===== src/rtl/gate_unit_arbiter.sv =====
// Round-robin arbiter that time-shares one and/nand, or/nor gate unit among N requesters.
// A winner's operands are captured at grant; the complementary result pair returns LAT cycles later.
module gate_unit_arbiter #(
   parameter int N   = 4,
   parameter int W   = 1,
   parameter int LAT = 2,
   parameter int IDW = 2
) (
   input  logic             clk,
   input  logic             reset,
   input  logic [N-1:0]     req,
   input  logic [N-1:0]     op,
   input  logic [W*N-1:0]   a,
   input  logic [W*N-1:0]   b,
   output logic [N-1:0]     gnt,
   output logic             busy,
   output logic             done,
   output logic [IDW-1:0]   done_id,
   output logic [W-1:0]     ra,
   output logic [W-1:0]     rb
);

   localparam int CNT_W = (LAT > 1) ? $clog2(LAT) : 1;

   typedef enum logic [1:0] {IDLE, BUSY, DONE} state_t;

   state_t             state, state_nxt;
   logic [IDW-1:0]     ptr, ptr_nxt;
   logic [CNT_W-1:0]   cnt, cnt_nxt;
   logic [IDW-1:0]     win, idx;
   logic               win_vld;
   logic               cap_en;

   logic [N-1:0]       gnt_nxt;
   logic               busy_nxt, done_nxt;
   logic [IDW-1:0]     done_id_nxt;
   logic [W-1:0]       ra_nxt, rb_nxt;

   logic [W-1:0]       a_cap, b_cap;
   logic               op_cap;
   logic [IDW-1:0]     id_cap;

   function automatic logic [W-1:0] gate_base(input logic [W-1:0] x,
                                              input logic [W-1:0] y,
                                              input logic         sel);
      return sel ? (x | y) : (x & y);
   endfunction

   function automatic logic [W-1:0] gate_comp(input logic [W-1:0] x,
                                              input logic [W-1:0] y,
                                              input logic         sel);
      return ~gate_base(x, y, sel);
   endfunction

   // Scan from the highest offset down so the requester nearest ptr wins last-write.
   always_comb begin
      win     = '0;
      win_vld = 1'b0;
      idx     = '0;
      for (int k = N - 1; k >= 0; k--) begin
         idx = ptr + IDW'(k);
         if (req[idx]) begin
            win     = idx;
            win_vld = 1'b1;
         end
      end
   end

   always_comb begin
      state_nxt   = state;
      ptr_nxt     = ptr;
      cnt_nxt     = cnt;
      gnt_nxt     = '0;
      busy_nxt    = busy;
      done_nxt    = 1'b0;
      done_id_nxt = done_id;
      ra_nxt      = ra;
      rb_nxt      = rb;
      cap_en      = 1'b0;
      case (state)
         IDLE: begin
            if (win_vld) begin
               cap_en    = 1'b1;
               ptr_nxt   = win + IDW'(1);
               gnt_nxt   = N'(1) << win;
               busy_nxt  = 1'b1;
               cnt_nxt   = CNT_W'(LAT - 1);
               state_nxt = BUSY;
            end
         end
         BUSY: begin
            if (cnt == '0) begin
               ra_nxt      = gate_base(a_cap, b_cap, op_cap);
               rb_nxt      = gate_comp(a_cap, b_cap, op_cap);
               done_nxt    = 1'b1;
               done_id_nxt = id_cap;
               busy_nxt    = 1'b0;
               state_nxt   = DONE;
            end else begin
               cnt_nxt = cnt - CNT_W'(1);
            end
         end
         DONE: begin
            state_nxt = IDLE;
         end
         default: begin
            state_nxt = IDLE;
         end
      endcase
   end

   always_ff @(posedge clk) begin
      if (reset) begin
         state   <= IDLE;
         ptr     <= '0;
         cnt     <= '0;
         gnt     <= '0;
         busy    <= 1'b0;
         done    <= 1'b0;
         done_id <= '0;
         ra      <= '0;
         rb      <= '0;
      end else begin
         state   <= state_nxt;
         ptr     <= ptr_nxt;
         cnt     <= cnt_nxt;
         gnt     <= gnt_nxt;
         busy    <= busy_nxt;
         done    <= done_nxt;
         done_id <= done_id_nxt;
         ra      <= ra_nxt;
         rb      <= rb_nxt;
      end
   end

   // Operand capture is data only; it is always reloaded before use.
   always_ff @(posedge clk) begin
      if (cap_en) begin
         a_cap  <= a[win*W +: W];
         b_cap  <= b[win*W +: W];
         op_cap <= op[win];
         id_cap <= win;
      end
   end

endmodule


===== config.mk =====
export PLATFORM = sky130hd
export DESIGN_NAME = gate_unit_arbiter
export DESIGN_NICKNAME = d
export VERILOG_FILES = /design/src/rtl/gate_unit_arbiter.sv
export SDC_FILE = /design/constraint.sdc
export NUM_CORES = 1
export LEC_CHECK = 0
export ABC_CLOCK_PERIOD_IN_PS = 1680
export CORE_ASPECT_RATIO = 1.25
export CORE_UTILIZATION = 35
export CTS_CLUSTER_SIZE = 24
export DETAILED_ROUTE_END_ITERATION = 7
export DONT_BUFFER_PORTS = 1
export SYNTH_ARGS = -nofsm -noshare
export SYNTH_HDL_FRONTEND = slang
export SYNTH_SLANG_ARGS = --single-unit
export TNS_END_PERCENT = 5

===== constraint.sdc =====
create_clock -name clk -period 1.68 [get_ports clk]
set_input_delay 0.42 -clock clk [delete_from_list [all_inputs] [get_ports clk]]
set_output_delay 0.42 -clock clk [all_outputs]
set_load 0.005 [all_outputs]

; ---- Word level (Yosys, flattened, before mapping)
; Cells that the tools add are included.
[word_totals]
ff_bits = 20
[classes]
bitwise = 7
shifts = 3
n_mux = 30
n_reduce_logical = 9
eq_ne = 3
add_sub_neg = 5
order_cmp = 5
[ops]
columns = cell, n
row1 = two-way mux 1 bit, 16
row2 = "less-than comparator 2 x 3 -> 1 bit, second input constant", 5
row3 = two-way mux 2 bit, 6
row4 = binary-select mux 1 bit (select 2 bit), 5
row5 = AND reduction 2 bit, 4
row6 = indexed part select 4 x 3 -> 1 bit, 2
row7 = NOT 1 bit, 5
row8 = "adder 2 x 1 -> 2 bit, second input constant", 2
row9 = "adder 2 bit, second input constant", 2
row10 = "!= test 2 bit, second input constant", 2
row11 = one-hot mux 1 bit (2 select lines), 2
row12 = one-hot mux 2 bit (2 select lines), 1
row13 = "left shift 1 x 2 -> 4 bit, first input constant", 1
row14 = AND reduction 3 bit, 1
row15 = OR reduction 3 bit, 1
row16 = "== test 2 x 1 -> 1 bit, second input constant", 1
row17 = zero test 2 bit, 1
row18 = nonzero test 2 bit, 1
row19 = OR reduction 2 bit, 1
row20 = bitwise AND 1 bit, 1
row21 = OR 1 bit, 1
row22 = "subtractor 1 bit, second input constant", 1

; ---- Depth between registers and ports, before layout
[logic_depth]
depth_word = 9
mapped_depth = 6
mapped_depth_nobuf = 5

; ---- Worst setup path after synthesis
; Ideal clock, no wire load.
[synth_timing]
path_type = input port to flip-flop
from = in req[2]
to = reg a_cap (data pin)
n_path_buf = 1
slack_ps = 111
setup_ps = 262
t_required_ps = 1418
arrival_time_ps = 1307
cell_stages = 6
path_cell_list = nor2b_4 a21o_1 a211o_1 buf_6 mux2i_1 mux2i_1
[synth_between]
elab_chain_len = 7
elab_cells_between_ends = 13
cone_classes = shift (1) / mux (12)
[synth_lines]
columns = item, line_no
row1 = from (decl), 11  ; input logic [N-1:0] req,
row2 = binary-select mux 1 bit (select 2 bit), 62  ; if (req[idx]) begin
row3 = two-way mux 1 bit (implied by the code), 62
row4 = two-way mux 2 bit (3 in series), 62
row5 = two-way mux 2 bit (*), 62
row6 = indexed part select 4 x 3 -> 1 bit (*), 139  ; a_cap <= a[win*W +: W];
row7 = to (signal assigned), 139
row8 = to (decl), 39  ; logic [W-1:0] a_cap, b_cap;
; Mark *: on every way between the ends. The rest lies on a longest branch, timed or not. The select of a mux whose other input is x is not followed.
; A chain may end at the register's enable or synchronous reset.

; ---- Final worst setup path
[layout_timing]
from = reg ptr[0]
to = reg b_cap (data pin)
[layout_between]
elab_chain_len = 8
elab_cells_between_ends = 16
cone_classes = add/sub (3) / shift (1) / mux (12)
[layout_lines]
columns = item, line_no
row1 = from (decl), 28  ; logic [IDW-1:0] ptr, ptr_nxt;
row2 = from (signal assigned), 125  ; ptr <= ptr_nxt;
row3 = adder 2 bit, 61  ; idx = ptr + IDW'(k);
row4 = binary-select mux 1 bit (select 2 bit), 62
row5 = two-way mux 1 bit (implied by the code), 62
row6 = two-way mux 2 bit (3 in series), 62
row7 = two-way mux 2 bit (*), 62
row8 = indexed part select 4 x 3 -> 1 bit (*), 140  ; b_cap <= b[win*W +: W];
row9 = to (signal assigned), 140
row10 = to (decl), 39
; Marks and branches as above.

==> out/metrics.cfg <==
[run_status]
status = complete, no violations

[final_layout]
final_cells = 117
final_cell_mix = dfxtp_1 (14), nor2_1 (9), mux2i_1 (9)
syn_to_final_growth_pct = 11.4
fin_util = 0.423
num_antenna_cells = 0
layout_commonest_cell = dfxtp_1
drive_gt1_frac = 0.151
final_net_count = 105
fillers = 239
final_cell_area_um2 = 945

[floorplanning]
die-area_um2 = 2630
io_pins = 28
std_cell_rows = 19
die_x_um = 46.0
die_h_um = 57.0
start_util = 0.380
core_area_um2 = 2230

[route]
via_count = 581
drc = 0
dr.pass1.iters = 4
detail_route.iter0.violations = 8
antenna_left = 0
drt_wl_total_um = 1400
viasPerCell = 4.97
post_drt_wl_per_cell_um = 12.0

[timing]
max_slew.worst_pin.slew_ns = 0.328
slew_headroom = 0.779
finalSetupViolCount = 0
hold_violations = 0
fin_skew_ns = 0.00972
rsz0062_at_grt = no
fmax_ghz = 0.645
slew_violations = 0
whs_ns = 0.162
timing.final.ws_setup_ns = 0.129
fin_crit_sh = 0.923
fin_crit_ns = 1.55

[global_routing]
grt_pass1_vias = 590
grt_usage = 0.125
antenna_found_initial = 0
gr-total-overflow = 0
grt_pass1_wl_um = 2360
grt_start_max_net_pins = 16

[place]
placed_area_um2 = 890
detailedPlace.worstSlack_ns = -0.0411
io_buffers = 0
gp_congestion = 0.682
dp.final_hpwl_um = 1040
placedCellCount = 113

[clocking]
numCtsBuffers = 3
cts-root-buf = clkbuf_4
max-clock-path-buffers = 2
path_clk_slew_ns = 0.12
insertion_delay_ns = 0.30
cts_hold_buf = 0
clkSinkCount = 20
ctsHtreeMaxLevel = 1
cts_tree = done

[logic_synthesis]
synth-seq-cells = 20
synth_warnings = 0
yosys.area.top_type = dfxtp_1
syn_avg_cell_area_um2 = 10.3
synth_top_area_share = 0.354
ys_types = 24
syn_area_um2 = 848
syn_inst = 82
syn-num-nets = 100
synth_area_leaders = dfxtp_1 (35%), edfxtp_1 (18%), mux2i_1 (11%)
yosysSeqAreaShare = 0.531

[min_path]
hp-class = in2reg

[critical_path]
setup.worst_path.end_class = flip-flop
crit_type = reg2reg
required_ns = 1.73
cp-start-kind = flip-flop
crit_path_max_fanout = 9
arrival_ns = 1.60

[flow_run]
maxCapViolCount = 0

[power]
ir_worst_vdd_mv = 0.663
p_per_area_nw_per_um2 = 1310
p_leak_uw = 0.000394

[cell families after synthesis]
logic type	after synthesis	share of synthesized area
AOI/OAI and AO/OA	13	0.103
xor gates and xnor gates	1	0.0192
adders and majority gates	1	0.0118
buffers and inverters	7	0.0413
DFF	20	0.531
muxes	9	0.106
and+or+nand+nor	31	0.187
[area by class of cell]
class / count / area, um2 / area share
Sequential cell: 20 / 452 / 0.478
Multi-Input combinational cell: 55 / 364 / 0.385
Tap cell: 31 / 38.8 / 0.0411
Clock inverter: 1 / 30.0 / 0.0318
Clock buffer: 3 / 22.5 / 0.0238
Timing Repair Buffer: 3 / 22.5 / 0.0238
Inverter: 4 / 15.0 / 0.0159
[power by group]
| group | internal (uW) | switching (uW) |
|---|---|---|
| clock network | 241 | 145 |
| logic | 110 | 123 |
| registers | 576 | 40.8 |
[worst max-delay path, stage by stage (launching register included)]
cell	delay, ns
dfxtp_2	0.38
nor2b_4	0.05
a21o_1	0.14
a211o_2	0.44
mux2i_1	0.20
mux2i_1	0.09
[worst paths after layout]
check               end  cells after the start        from  slack (ns)
max reg2reg       b_cap                      5      ptr[0]        0.13
min reg2reg  done_id[1]                      2  done_id[1]        0.48
max               b_cap                      5      ptr[0]        0.13
min              ptr[1]                      1       reset        0.16
[stage by stage]
step	TNS (ns)	power (uW)
6_report	0	1240
5_1_grt	0	1310
3_5_place_dp	-0.105	861
3_3_place_gp	-0.0244	854
4_1_cts	0	1250
2_1_floorplan	0	822
[repair_timing]
item                       CTS  global route
buffers inserted             0             0
gates resized for setup      0             2
setup endpoints to repair    0             6
[sequential cells by signal (all words and copies together) (netlist names)]
register  flops
ra            1
state         2
gnt           4
busy          1
cnt           1
done          1
a_cap         1
op_cap        1
id_cap        2
ptr           2
rb            1
done_id       2
b_cap         1
[synth_stat cells]
library cell  number
clkbuf_1           1
edfxtp_1           5
nand2b_1           3
a211oi_1           1
nand2_1            7
a211oi_2           1
dfxtp_1           15
nor2_1             9
o32a_2             1
a21o_1             1
o21ai_0            1
or3_1              1
nor2b_4            1
nor3_1             2
nor4_1             5
buf_2              1
a211o_1            1
buf_6              1
inv_1              4
maj3_1             1
xor2_2             1
a21oi_1            7
mux2i_1            9
nor2b_1            3
[routing by layer]
| layer | GRT usage | vias to the layer above | wire (um) |
|---|---|---|---|
| li1 | - | 294 | - |
| met4 | 0.0756 | 0 | 19 |
| met1 | 0.146 | 261 | 630 |
| met2 | 0.197 | 24 | 669 |
| met3 | 0.0348 | 2 | 83 |
| met5 | 0 | - | 0 |
Note: power is estimated with default switching activity, not from simulation.
